===== src/rtl/dcache_uncached_responder.sv =====
// -----------------------------------------------------------------------------
// dcache_uncached_responder
//
// Responder end of the execute-stage data-cache request interface. It takes
// one load/store per handshake and performs it as a single-word uncached bus
// transfer toward the cache-to-AXI bridge. Completion goes back to the mem
// stage as a one-cycle data_ok pulse. It serves both as the bring-up data-cache
// replacement and as the uncached-access path.
//
// Ports
//   clk, rst              : clock, synchronous active-high reset
//   flush                 : pipeline flush; kills the report of an in-flight op
//   valid, op             : request valid; op 0 = load, 1 = store
//   virtual_addr          : request address (identity-mapped to physical)
//   wdata, wstrb          : lane-aligned store data and byte enables
//   addr_ok               : request accepted this cycle (combinational)
//   data_ok, rdata        : completion pulse; load data valid with it
//   busy                  : a request is in flight
//   rd_req/rd_type/rd_addr/rd_rdy           : bus read request channel
//   ret_valid/ret_last/ret_data             : bus read return channel
//   wr_req/wr_type/wr_addr/wr_wstrb/wr_data/wr_rdy : bus posted write channel
// -----------------------------------------------------------------------------
module dcache_uncached_responder #(
    parameter int ADDR_WIDTH = 32,
    parameter int DATA_WIDTH = 32
) (
    input  logic                    clk,
    input  logic                    rst,
    input  logic                    flush,
    input  logic                    valid,
    input  logic                    op,
    input  logic [ADDR_WIDTH-1:0]   virtual_addr,
    input  logic [DATA_WIDTH-1:0]   wdata,
    input  logic [DATA_WIDTH/8-1:0] wstrb,
    output logic                    addr_ok,
    output logic                    data_ok,
    output logic [DATA_WIDTH-1:0]   rdata,
    output logic                    busy,
    output logic                    rd_req,
    output logic [2:0]              rd_type,
    output logic [ADDR_WIDTH-1:0]   rd_addr,
    input  logic                    rd_rdy,
    input  logic                    ret_valid,
    input  logic                    ret_last,
    input  logic [DATA_WIDTH-1:0]   ret_data,
    output logic                    wr_req,
    output logic [2:0]              wr_type,
    output logic [ADDR_WIDTH-1:0]   wr_addr,
    output logic [DATA_WIDTH/8-1:0] wr_wstrb,
    output logic [DATA_WIDTH-1:0]   wr_data,
    input  logic                    wr_rdy
);

    localparam int STRB_WIDTH = DATA_WIDTH / 8;

    localparam logic [2:0] S_IDLE    = 3'd0;
    localparam logic [2:0] S_RD_REQ  = 3'd1;
    localparam logic [2:0] S_RD_WAIT = 3'd2;
    localparam logic [2:0] S_WR_REQ  = 3'd3;
    localparam logic [2:0] S_RESP    = 3'd4;

    localparam logic [2:0] XFER_WORD = 3'b010;

    logic [2:0]            state_q, state_d;
    logic                  op_q, op_d;
    logic [ADDR_WIDTH-1:0] addr_q, addr_d;
    logic [DATA_WIDTH-1:0] wdata_q, wdata_d;
    logic [STRB_WIDTH-1:0] wstrb_q, wstrb_d;
    logic [DATA_WIDTH-1:0] data_q, data_d;
    logic                  kill_q, kill_d;

    // Byte offset is dropped on the bus; the mem stage does sub-word extraction.
    logic unused_addr_lsbs;
    assign unused_addr_lsbs = &{1'b0, virtual_addr[1:0]};

    assign addr_ok = (state_q == S_IDLE) && !flush && !rst;

    always_comb begin
        state_d = state_q;
        op_d    = op_q;
        addr_d  = addr_q;
        wdata_d = wdata_q;
        wstrb_d = wstrb_q;
        data_d  = data_q;
        kill_d  = kill_q;

        case (state_q)
            S_IDLE: begin
                if (valid && addr_ok) begin
                    op_d    = op;
                    addr_d  = {virtual_addr[ADDR_WIDTH-1:2], 2'b00};
                    wdata_d = wdata;
                    wstrb_d = wstrb;
                    kill_d  = 1'b0;
                    if (!op) begin
                        state_d = S_RD_REQ;
                    end else if (wstrb != '0) begin
                        state_d = S_WR_REQ;
                    end else begin
                        // All-lanes-disabled store has nothing to write.
                        state_d = S_RESP;
                    end
                end
            end
            S_RD_REQ: begin
                if (rd_rdy) begin
                    state_d = S_RD_WAIT;
                end
            end
            S_RD_WAIT: begin
                // Every beat overwrites the capture, so the final beat wins.
                if (ret_valid) begin
                    data_d = ret_data;
                    if (ret_last) begin
                        state_d = S_RESP;
                    end
                end
            end
            S_WR_REQ: begin
                if (wr_rdy) begin
                    state_d = S_RESP;
                end
            end
            S_RESP: begin
                state_d = S_IDLE;
                kill_d  = 1'b0;
            end
            default: begin
                state_d = S_IDLE;
            end
        endcase

        // A flush while the bus transfer is running only hides the result;
        // the transfer itself always finishes so the bridge stays in sync.
        if (flush && (state_q != S_IDLE) && (state_q != S_RESP)) begin
            kill_d = 1'b1;
        end
    end

    always_ff @(posedge clk) begin
        if (rst) begin
            state_q <= S_IDLE;
            op_q    <= 1'b0;
            addr_q  <= '0;
            wdata_q <= '0;
            wstrb_q <= '0;
            data_q  <= '0;
            kill_q  <= 1'b0;
        end else begin
            state_q <= state_d;
            op_q    <= op_d;
            addr_q  <= addr_d;
            wdata_q <= wdata_d;
            wstrb_q <= wstrb_d;
            data_q  <= data_d;
            kill_q  <= kill_d;
        end
    end

    assign busy     = (state_q != S_IDLE);
    assign data_ok  = (state_q == S_RESP) && !kill_q && !flush;
    assign rdata    = ((state_q == S_RESP) && !op_q) ? data_q : '0;

    assign rd_req   = (state_q == S_RD_REQ);
    assign rd_type  = XFER_WORD;
    assign rd_addr  = addr_q;

    assign wr_req   = (state_q == S_WR_REQ);
    assign wr_type  = XFER_WORD;
    assign wr_addr  = addr_q;
    assign wr_wstrb = wstrb_q;
    assign wr_data  = wdata_q;

endmodule


===== config.mk =====
export PLATFORM = sky130hd
export DESIGN_NAME = dcache_uncached_responder
export DESIGN_NICKNAME = d
export VERILOG_FILES = /design/src/rtl/dcache_uncached_responder.sv
export SDC_FILE = /design/constraint.sdc
export NUM_CORES = 1
export LEC_CHECK = 0
export BUFFER_PORTS_ARGS = -buffer_cell sky130_fd_sc_hd__buf_4
export CORE_MARGIN = 5
export CORE_UTILIZATION = 35
export CTS_CLUSTER_SIZE = 14
export DETAILED_ROUTE_END_ITERATION = 10
export PLACE_DENSITY = 0.71
export SLEW_MARGIN = 20
export SYNTH_ARGS = -nofsm -noshare
export SYNTH_HDL_FRONTEND = slang
export SYNTH_SLANG_ARGS = --single-unit

===== constraint.sdc =====
create_clock -name clk -period 1.4 [get_ports clk]
set_input_delay 0.21 -clock clk [delete_from_list [all_inputs] [get_ports clk]]
set_output_delay 0.21 -clock clk [all_outputs]
set_load 0.03 [all_outputs]

==> reports/results.md, run 1 <==
| Result | Reported | Unit |
| --- | --- | --- |
| Total via count in the routed design | 4986 | - |
| Main area contributors after synthesis | sky130_fd_sc_hd__dfxtp_1 45%, sky130_fd_sc_hd__o211ai_1 11%, sky130_fd_sc_hd__nand2_1 11%, sky130_fd_sc_hd__buf_4 6.9%, sky130_fd_sc_hd__nand3_1 4.7% | - |
| Pre-Repair DR Iteration Count | 5 | - |
| Area of the placeable core | 0.0127 | mm2 |
| Count of routing violations after the opening detailed-route iteration | 325 | - |
| Final setup violating endpoints | 139 | - |
| Number of buffers and inverters on the critical path | 3 | - |
| Slowest stage delay, CP | 0.41 | ns |
| Number of failing hold endpoints at the final stage | 0 | - |
| Share of cells above drive strength 1 | 0.508 | - |
| Yosys top cell area share | 0.451 | - |
| Vertical extent of the die | 124 | um |
| Minimum period implied by the final worst setup slack | 2.01 | ns |
| Netlist Area Pre-Place | 0.00457 | mm2 |
| Num CTS Buffers | 9 | - |
| Worst path top cell family by delay | simple AND/OR/NAND/NOR gates | - |
| Area share of fa/ha/maj cells after synthesis | 0 | - |
| Final Max Tran Viols | 0 | - |
| Deepest clock path buffer count | 2 | - |
| Register area | 0.00207 | mm2 |
| Count of warnings emitted by yosys | 0 | - |
| Cell type of the slowest stage on the worst timing path | sky130_fd_sc_hd__or3b_4 | - |
| Number of nets with antenna violations after routing | 0 | - |
| Wire per inst | 18.7 | um |
| Mean post-synth cell area | 8.07 | um2 |
| Util after Layout | 0.608 | - |
| Critical path fanouts, max | 8 | - |
| GRT Util Overall | 0.196 | - |
| Top-level I/O count | 252 | - |
| Total grt overflow | 0 | - |
| Synth area leader | sky130_fd_sc_hd__dfxtp_1 | - |
| Critical path start-end classification | flip-flop to output pin | - |
| Final #Nets | 897 | - |
| Clock tree from TritonCTS | yes | - |
| Unrepaired setup endpoints after global routing | true | - |
| Synthesized-area fraction occupied by xor and xnor cells | 0 | - |
| Share of synthesized cell area in and, or, nand and nor gates | 0.266 | - |
| Sort of element at the end of the critical path | output pin | - |
| Number of antenna violations at the first check in global routing | 0 | - |
| P_leak | 3.60 | nW |
| Fin crit share | 1.43 | - |
| Post-layout power | 11.1 | mW |
| Outcome | finished with violations | - |
| Die Span X | 124 | um |
| Synthesis-to-finish area growth | 69.4 | % |
| Clock insertion delay at the later pin of the skew report | 0.35 | ns |
| Fillcell total | 1036 | - |
| Clock input transition at the sequential cells of the worst setup and hold paths | 0.07 | ns |
| PwrDens | 1430 | mW/mm2 |
| Worst setup skew after layout | 0.00851 | ns |
| DIE AREA | 0.0154 | mm2 |
| Final HPWL DP | 10800 | um |
| Count of input and output buffers | 239 | - |
| Root buf cell | sky130_fd_sc_hd__clkbuf_16 | - |
| Vias per cell | 5.17 | - |
| First-pass GRT wire length | 25000 | um |
| Number of synthesized register bits | 103 | - |
| Cells traversed along the worst timing path | or3b_4 -> nor2_4 -> buf_6 -> clkbuf_16 -> and2_4 -> buf_6 | - |
| Tightest Hold Check Type | primary input to flip-flop | - |
| Sum of routed wire length over all layers | 18100 | um |
| Hold Buf Count CTS | 0 | - |
| Arr. time, crit path | 1.80 | ns |
| Count of mapped cells out of synthesis | 566 | - |
| Initial Utilization | 0.359 | - |
| Category of the worst setup path launch point | flip-flop | - |
| Fraction of the yosys area taken by sequential cells | 0.451 | - |
| Crit path required time | 1.19 | ns |
| Deepest level of the CTS H-tree | 3 | - |
| Final weighted congestion in routability-driven placement | 0.814 | - |
| Reported max-cap violation count | 0 | - |
| Area fraction in compound gates after synthesis | 0.157 | - |
| Sink count of the clock tree | 103 | - |
| Number of different library cells in the post-synthesis netlist | 35 | - |
| Most frequent cell on the critical path | sky130_fd_sc_hd__buf_6 | - |
| Maximum number of pins on one net before global-route repair | 62 | - |
| Share of synthesized area spent on multiplexers | 0.00246 | - |
| Main combinational cell family by area after synthesis | simple AND/OR/NAND/NOR gates | - |
| Std-Cell Rows | 41 | - |
| DRC viols | 0 | - |
| Worst setup slack after layout | -0.606 | ns |
| Via count of the first global-routing pass | 4827 | - |
| Top achievable clock speed | 0.498 | GHz |
| Footprint of the multi-input gates | 0.00227 | mm2 |
| Maximum VDD drop | 0.616 | mV |
| Failing checks | setup timing | - |
| Antenna diode count | 0 | - |
[report_power, final]
group          switching, mW  internal, mW
Combinational           2.68          2.53
Sequential             0.211          3.23
Clock                   1.14          1.26
[Yosys cell counts, drive strengths merged]
cell,n
a211oi,1
a21oi,35
a31oi,1
a32o,1
and2,33
and3b,1
buf,61
clkbuf,37
conb,2
dfxtp,103
inv,2
mux2,1
nand2,132
nand2b,1
nand3,43
nand3b,1
nand4,24
nand4bb,1
nor2,3
nor2b,2
nor3,4
nor4,3
nor4bb,1
o211ai,67
o21ai,1
o311a,1
or2,1
or3,1
or3b,1
or4b,1
[repair_timing]
item,4_1_cts,5_1_grt
gates resized for setup,68,60
endpoints found under the setup margin,107,139
pin swaps,37,109
cloned,4,13
setup buffers,11,11
[cell usage in the layout (no fill, tap or decap), types with 18 or more instances in the layout]
cell	synthesis	routed
sky130_fd_sc_hd__nand3_1	43	43
sky130_fd_sc_hd__nand4_1	24	24
sky130_fd_sc_hd__buf_6	0	53
sky130_fd_sc_hd__buf_4	42	217
sky130_fd_sc_hd__dfxtp_1	103	100
sky130_fd_sc_hd__nand2_1	132	121
sky130_fd_sc_hd__a21oi_2	0	20
sky130_fd_sc_hd__clkbuf_16	0	18
sky130_fd_sc_hd__and2_4	0	33
sky130_fd_sc_hd__o211ai_1	67	67
[per-stage QoR]
step           area [um2]  TNS [ns]  setup slack [ns]  hold slack, ns  std cells
6_report             7740    -40.88            -0.606          0.0669        965
5_1_grt              7740    -46.87            -0.655          0.0713        965
4_1_cts              7240    -37.90            -0.583          0.0551        945
2_1_floorplan        4730     -7.10            -0.203           0.333        574
3_3_place_gp         6500    -13.28            -0.182           0.416        914
3_5_place_dp         6500    -16.07            -0.215           0.424        914
[per-layer routing]
| metal | share of wire | track usage | vias up |
|---|---|---|---|
| met3 | 0.081 | 0.0622 | 31 |
| met1 | 0.39 | 0.224 | 2347 |
| met5 | 0 | 0 | - |
| li1 | - | - | 2352 |
| met4 | 0.026 | 0.0735 | 0 |
| met2 | 0.51 | 0.341 | 256 |
[worst reg2reg max path, delay by kind of cell (launching register included)]
family / cells / cell delay, ns
compound gates: 1 / 0.16
buf+inv: 4 / 0.59
flops: 1 / 0.35
simple gates: 2 / 0.51
[path summary, 6_finish.rpt]
check,cells past startpoint,endpoint,start,slack [ns]
setup / recovery,6,rdata[2],state_q[1],-0.61
hold / removal,3,rd_addr[11],virtual_addr[11],0.07
setup reg to reg,7,wr_data[14],state_q[2],-0.33
hold reg to reg,2,data_q[7],data_q[7],0.46
[kinds of logic (layout without fill, tap and decap cells)]
kind of cell	Yosys count	in the layout
AO/OA/AOI/OAI	107	107
buffers and inverters	100	319
flip-flops	103	103
multiplexers	1	1
other	2	10
AND/OR/NAND/NOR	253	253
[sequential cells by signal, summed over array words and instances (netlist names)]
register,count
state_q,3
op_q,1
kill_q,1
data_q,32
wr_wstrb,4
rd_addr,30
wr_data,32
[layout make-up]
class	count	area share
clock buffer	10	0.0309
clock inverter	6	0.00582
tap	172	0.0278
timing repair buffer	301	0.374
multi-input combinational	371	0.293
sequential	103	0.268
inverter	2	0.000970
(Power assumes the default switching activity.)
==> run 2: changes to the inputs <==
CORE_UTILIZATION = 40   (was 35)
PLACE_DENSITY = 0.79   (was 0.71)
==> reports/results.md, run 2 (synthesis results as in run 1) <==
| Result | Reported | Unit | vs previous |
| --- | --- | --- | --- |
| Final #Nets | 889 | - | was 897 |
| Summed negative setup slack over all endpoints | -41.74 | ns | was -40.88 ns |
| Number of antenna violations at the first check in global routing | 0 | - | unchanged |
| Category of the worst setup path launch point | flip-flop | - | unchanged |
| Worst setup skew after layout | 0.00652 | ns | was 0.00851 ns |
| Std-Cell Rows | 39 | - | was 41 |
| Finished layout cell area | 0.00772 | mm2 | was 0.00774 mm2 |
| Pre-Repair DR Iteration Count | 6 | - | was 5 |
| Critical path fanouts, max | 13 | - | was 8 |
| GRT Util Overall | 0.246 | - | was 0.196 |
| Register share of total power | 0.311 | - | was 0.312 |
| DRC viols | 0 | - | unchanged |
| Sort of element at the end of the critical path | output pin | - | unchanged |
| Top-level I/O count | 252 | - | unchanged |
| Critical path start-end classification | flip-flop to output pin | - | unchanged |
| Clock tree from TritonCTS | yes | - | unchanged |
| Area of the placeable core | 0.0113 | mm2 | was 0.0127 mm2 |
| Count of input and output buffers | 239 | - | unchanged |
| Wire per inst | 20.7 | um | was 18.7 um |
| Vias per cell | 5.55 | - | was 5.17 |
| Cells traversed along the worst timing path | or3b_4 -> nor2_4 -> buf_6 -> and2_4 -> buf_6 | - | was or3b_4 -> nor2_4 -> buf_6 -> clkbuf_16 -> and2_4 -> buf_6 |
| Part of the total power dissipated in the clock network | 0.226 | - | was 0.217 |
| Slowest stage delay, CP | 0.41 | ns | about the same |
| Deepest clock path buffer count | 2 | - | unchanged |
| Area of placed instances | 0.00647 | mm2 | was 0.00650 mm2 |
| Maximum number of pins on one net before global-route repair | 68 | - | was 62 |
| Maximum VDD drop | 0.762 | mV | was 0.616 mV |
| Synthesis-to-finish area growth | 68.9 | % | was 69.4% |
| Post-layout power | 11.1 | mW | about the same |
| Number of failing hold endpoints at the final stage | 0 | - | unchanged |
| First-pass GRT wire length | 26500 | um | was 25000 um |
| Total via count in the routed design | 5145 | - | was 4986 |
| Number of nets with antenna violations after routing | 0 | - | unchanged |
| Failing checks | setup timing | - | unchanged |
| Post-Place Cells | 887 | - | was 914 |
| Final HPWL DP | 10700 | um | was 10800 um |
| Root buf cell | sky130_fd_sc_hd__clkbuf_16 | - | unchanged |
| Minimum period implied by the final worst setup slack | 1.92 | ns | was 2.01 ns |
| Count of routing violations after the opening detailed-route iteration | 477 | - | was 325 |
| Final setup violating endpoints | 139 | - | unchanged |
| Top achievable clock speed | 0.520 | GHz | was 0.498 GHz |
| Num CTS Buffers | 9 | - | unchanged |
| P_sw | 4.11 | mW | was 4.03 mW |
| Clock insertion delay at the later pin of the skew report | 0.34 | ns | was 0.35 ns |
| Total grt overflow | 0 | - | unchanged |
| Hold_ws | 0.0768 | ns | was 0.0669 ns |
| Initial Utilization | 0.404 | - | was 0.359 |
| Number of buffers and inverters on the critical path | 2 | - | was 3 |
| PwrDens | 1430 | mW/mm2 | about the same |
| Worst setup slack after layout | -0.523 | ns | was -0.606 ns |
| DIE AREA | 0.0137 | mm2 | was 0.0154 mm2 |
| Sink count of the clock tree | 103 | - | unchanged |
| Unrepaired setup endpoints after global routing | true | - | unchanged |
| Via count of the first global-routing pass | 5238 | - | was 4827 |
| Reported max-cap violation count | 0 | - | unchanged |
| Outcome | finished with violations | - | unchanged |
| Most common cell after layout, fill and taps aside | sky130_fd_sc_hd__buf_4 | - | unchanged |
| Clock input transition at the sequential cells of the worst setup and hold paths | 0.07 | ns | about the same |
| Worst setup timing slack at the placement stage | -0.300 | ns | was -0.215 ns |
| Vertical extent of the die | 117 | um | was 124 um |
| Util after Layout | 0.682 | - | was 0.608 |
| Sum of routed wire length over all layers | 19200 | um | was 18100 um |
| Final Max Tran Viols | 0 | - | unchanged |
| Fin crit share | 1.37 | - | was 1.43 |
| Most frequent cell on the critical path | sky130_fd_sc_hd__buf_6 | - | unchanged |
| Worst path top cell family by delay | simple AND/OR/NAND/NOR gates | - | unchanged |
| Net switching fraction of the power | 0.372 | - | was 0.365 |
| Deepest level of the CTS H-tree | 3 | - | unchanged |
| Cell type of the slowest stage on the worst timing path | sky130_fd_sc_hd__or3b_4 | - | unchanged |
| Final weighted congestion in routability-driven placement | 0.835 | - | was 0.814 |
| Tightest Hold Check Type | primary input to flip-flop | - | unchanged |
| Arr. time, crit path | 1.71 | ns | was 1.80 ns |
| Top library cells by usage in the layout, fill and taps aside | 226 x sky130_fd_sc_hd__buf_4, 101 x sky130_fd_sc_hd__nand2_1, 100 x sky130_fd_sc_hd__dfxtp_1 | - | was 217 x sky130_fd_sc_hd__buf_4, 121 x sky130_fd_sc_hd__nand2_1, 100 x sky130_fd_sc_hd__dfxtp_1 |
| Crit path required time | 1.19 | ns | about the same |
| P_leak | 3.74 | nW | was 3.60 nW |
| Antenna diode count | 0 | - | unchanged |
| Combinational share of power | 0.463 | - | was 0.471 |
| Die Span X | 117 | um | was 124 um |
| Non-filler instance count after layout | 927 | - | was 965 |
| Cell internal power dissipation | 6.95 | mW | was 7.02 mW |
| Share of cells above drive strength 1 | 0.542 | - | was 0.508 |
==> run 2: changes by cell type in the layout (fill, tap and decap cells not counted), moves of 7 or more <==
cell	previous run	this run
sky130_fd_sc_hd__nand2_1	121	101
sky130_fd_sc_hd__nand2_2	11	3
sky130_fd_sc_hd__buf_6	53	43
sky130_fd_sc_hd__a21oi_1	15	2
sky130_fd_sc_hd__a21oi_2	20	33
sky130_fd_sc_hd__clkbuf_16	18	11
sky130_fd_sc_hd__nand2_4	0	28
sky130_fd_sc_hd__buf_4	217	226
==> run 2: final timing paths <==
path,startpoint,endpoint,slack [ns],cells after the start
setup / recovery,state_q[1],rdata[28],-0.52,5
hold / removal,wdata[19],wr_data[19],0.08,3
setup reg to reg,state_q[0],state_q[1],-0.36,5
hold reg to reg,data_q[24],data_q[24],0.47,2
==> run 2: power by group through the flow <==
stage,sequential [mW],combinational [mW],clock (mW)
finish,3.44,5.12,2.50
global route,3.47,5.36,2.67
CTS,3.42,5.30,2.54
detailed placement,3.49,3.19,0
global placement,3.47,3.12,0
floorplan,3.76,1.82,0
==> run 2: worst min-delay path, delay by kind of cell <==
| kind | cells | cell delay [ns] |
|---|---|---|
| buffers and inverters | 1 | 0.08 |
| and+or+nand+nor | 2 | 0.10 |
==> run 2: area by class of cell <==
type,count,area [um2]
repair buffers,293,2670
multi-input cells,371,2500
inverters,2,10.0
flip-flops and latches,103,2070
fillers,819,3600
clock inverters,5,58.8
well taps,143,179
clock buffers,10,239
==> run 2: timing repair <==
action,4_1_cts,5_1_grt
hold buffers,0,0
buffers inserted,20,7
endpoints found under the setup margin,139,140
cloned,11,3
resized for setup,98,93
pin swaps,114,87
==> run 2: per-layer routing <==
layer / track usage / share of wire
met5: 0 / 0
met4: 0.0887 / 0.037
met3: 0.0797 / 0.089
met2: 0.444 / 0.52
met1: 0.271 / 0.36
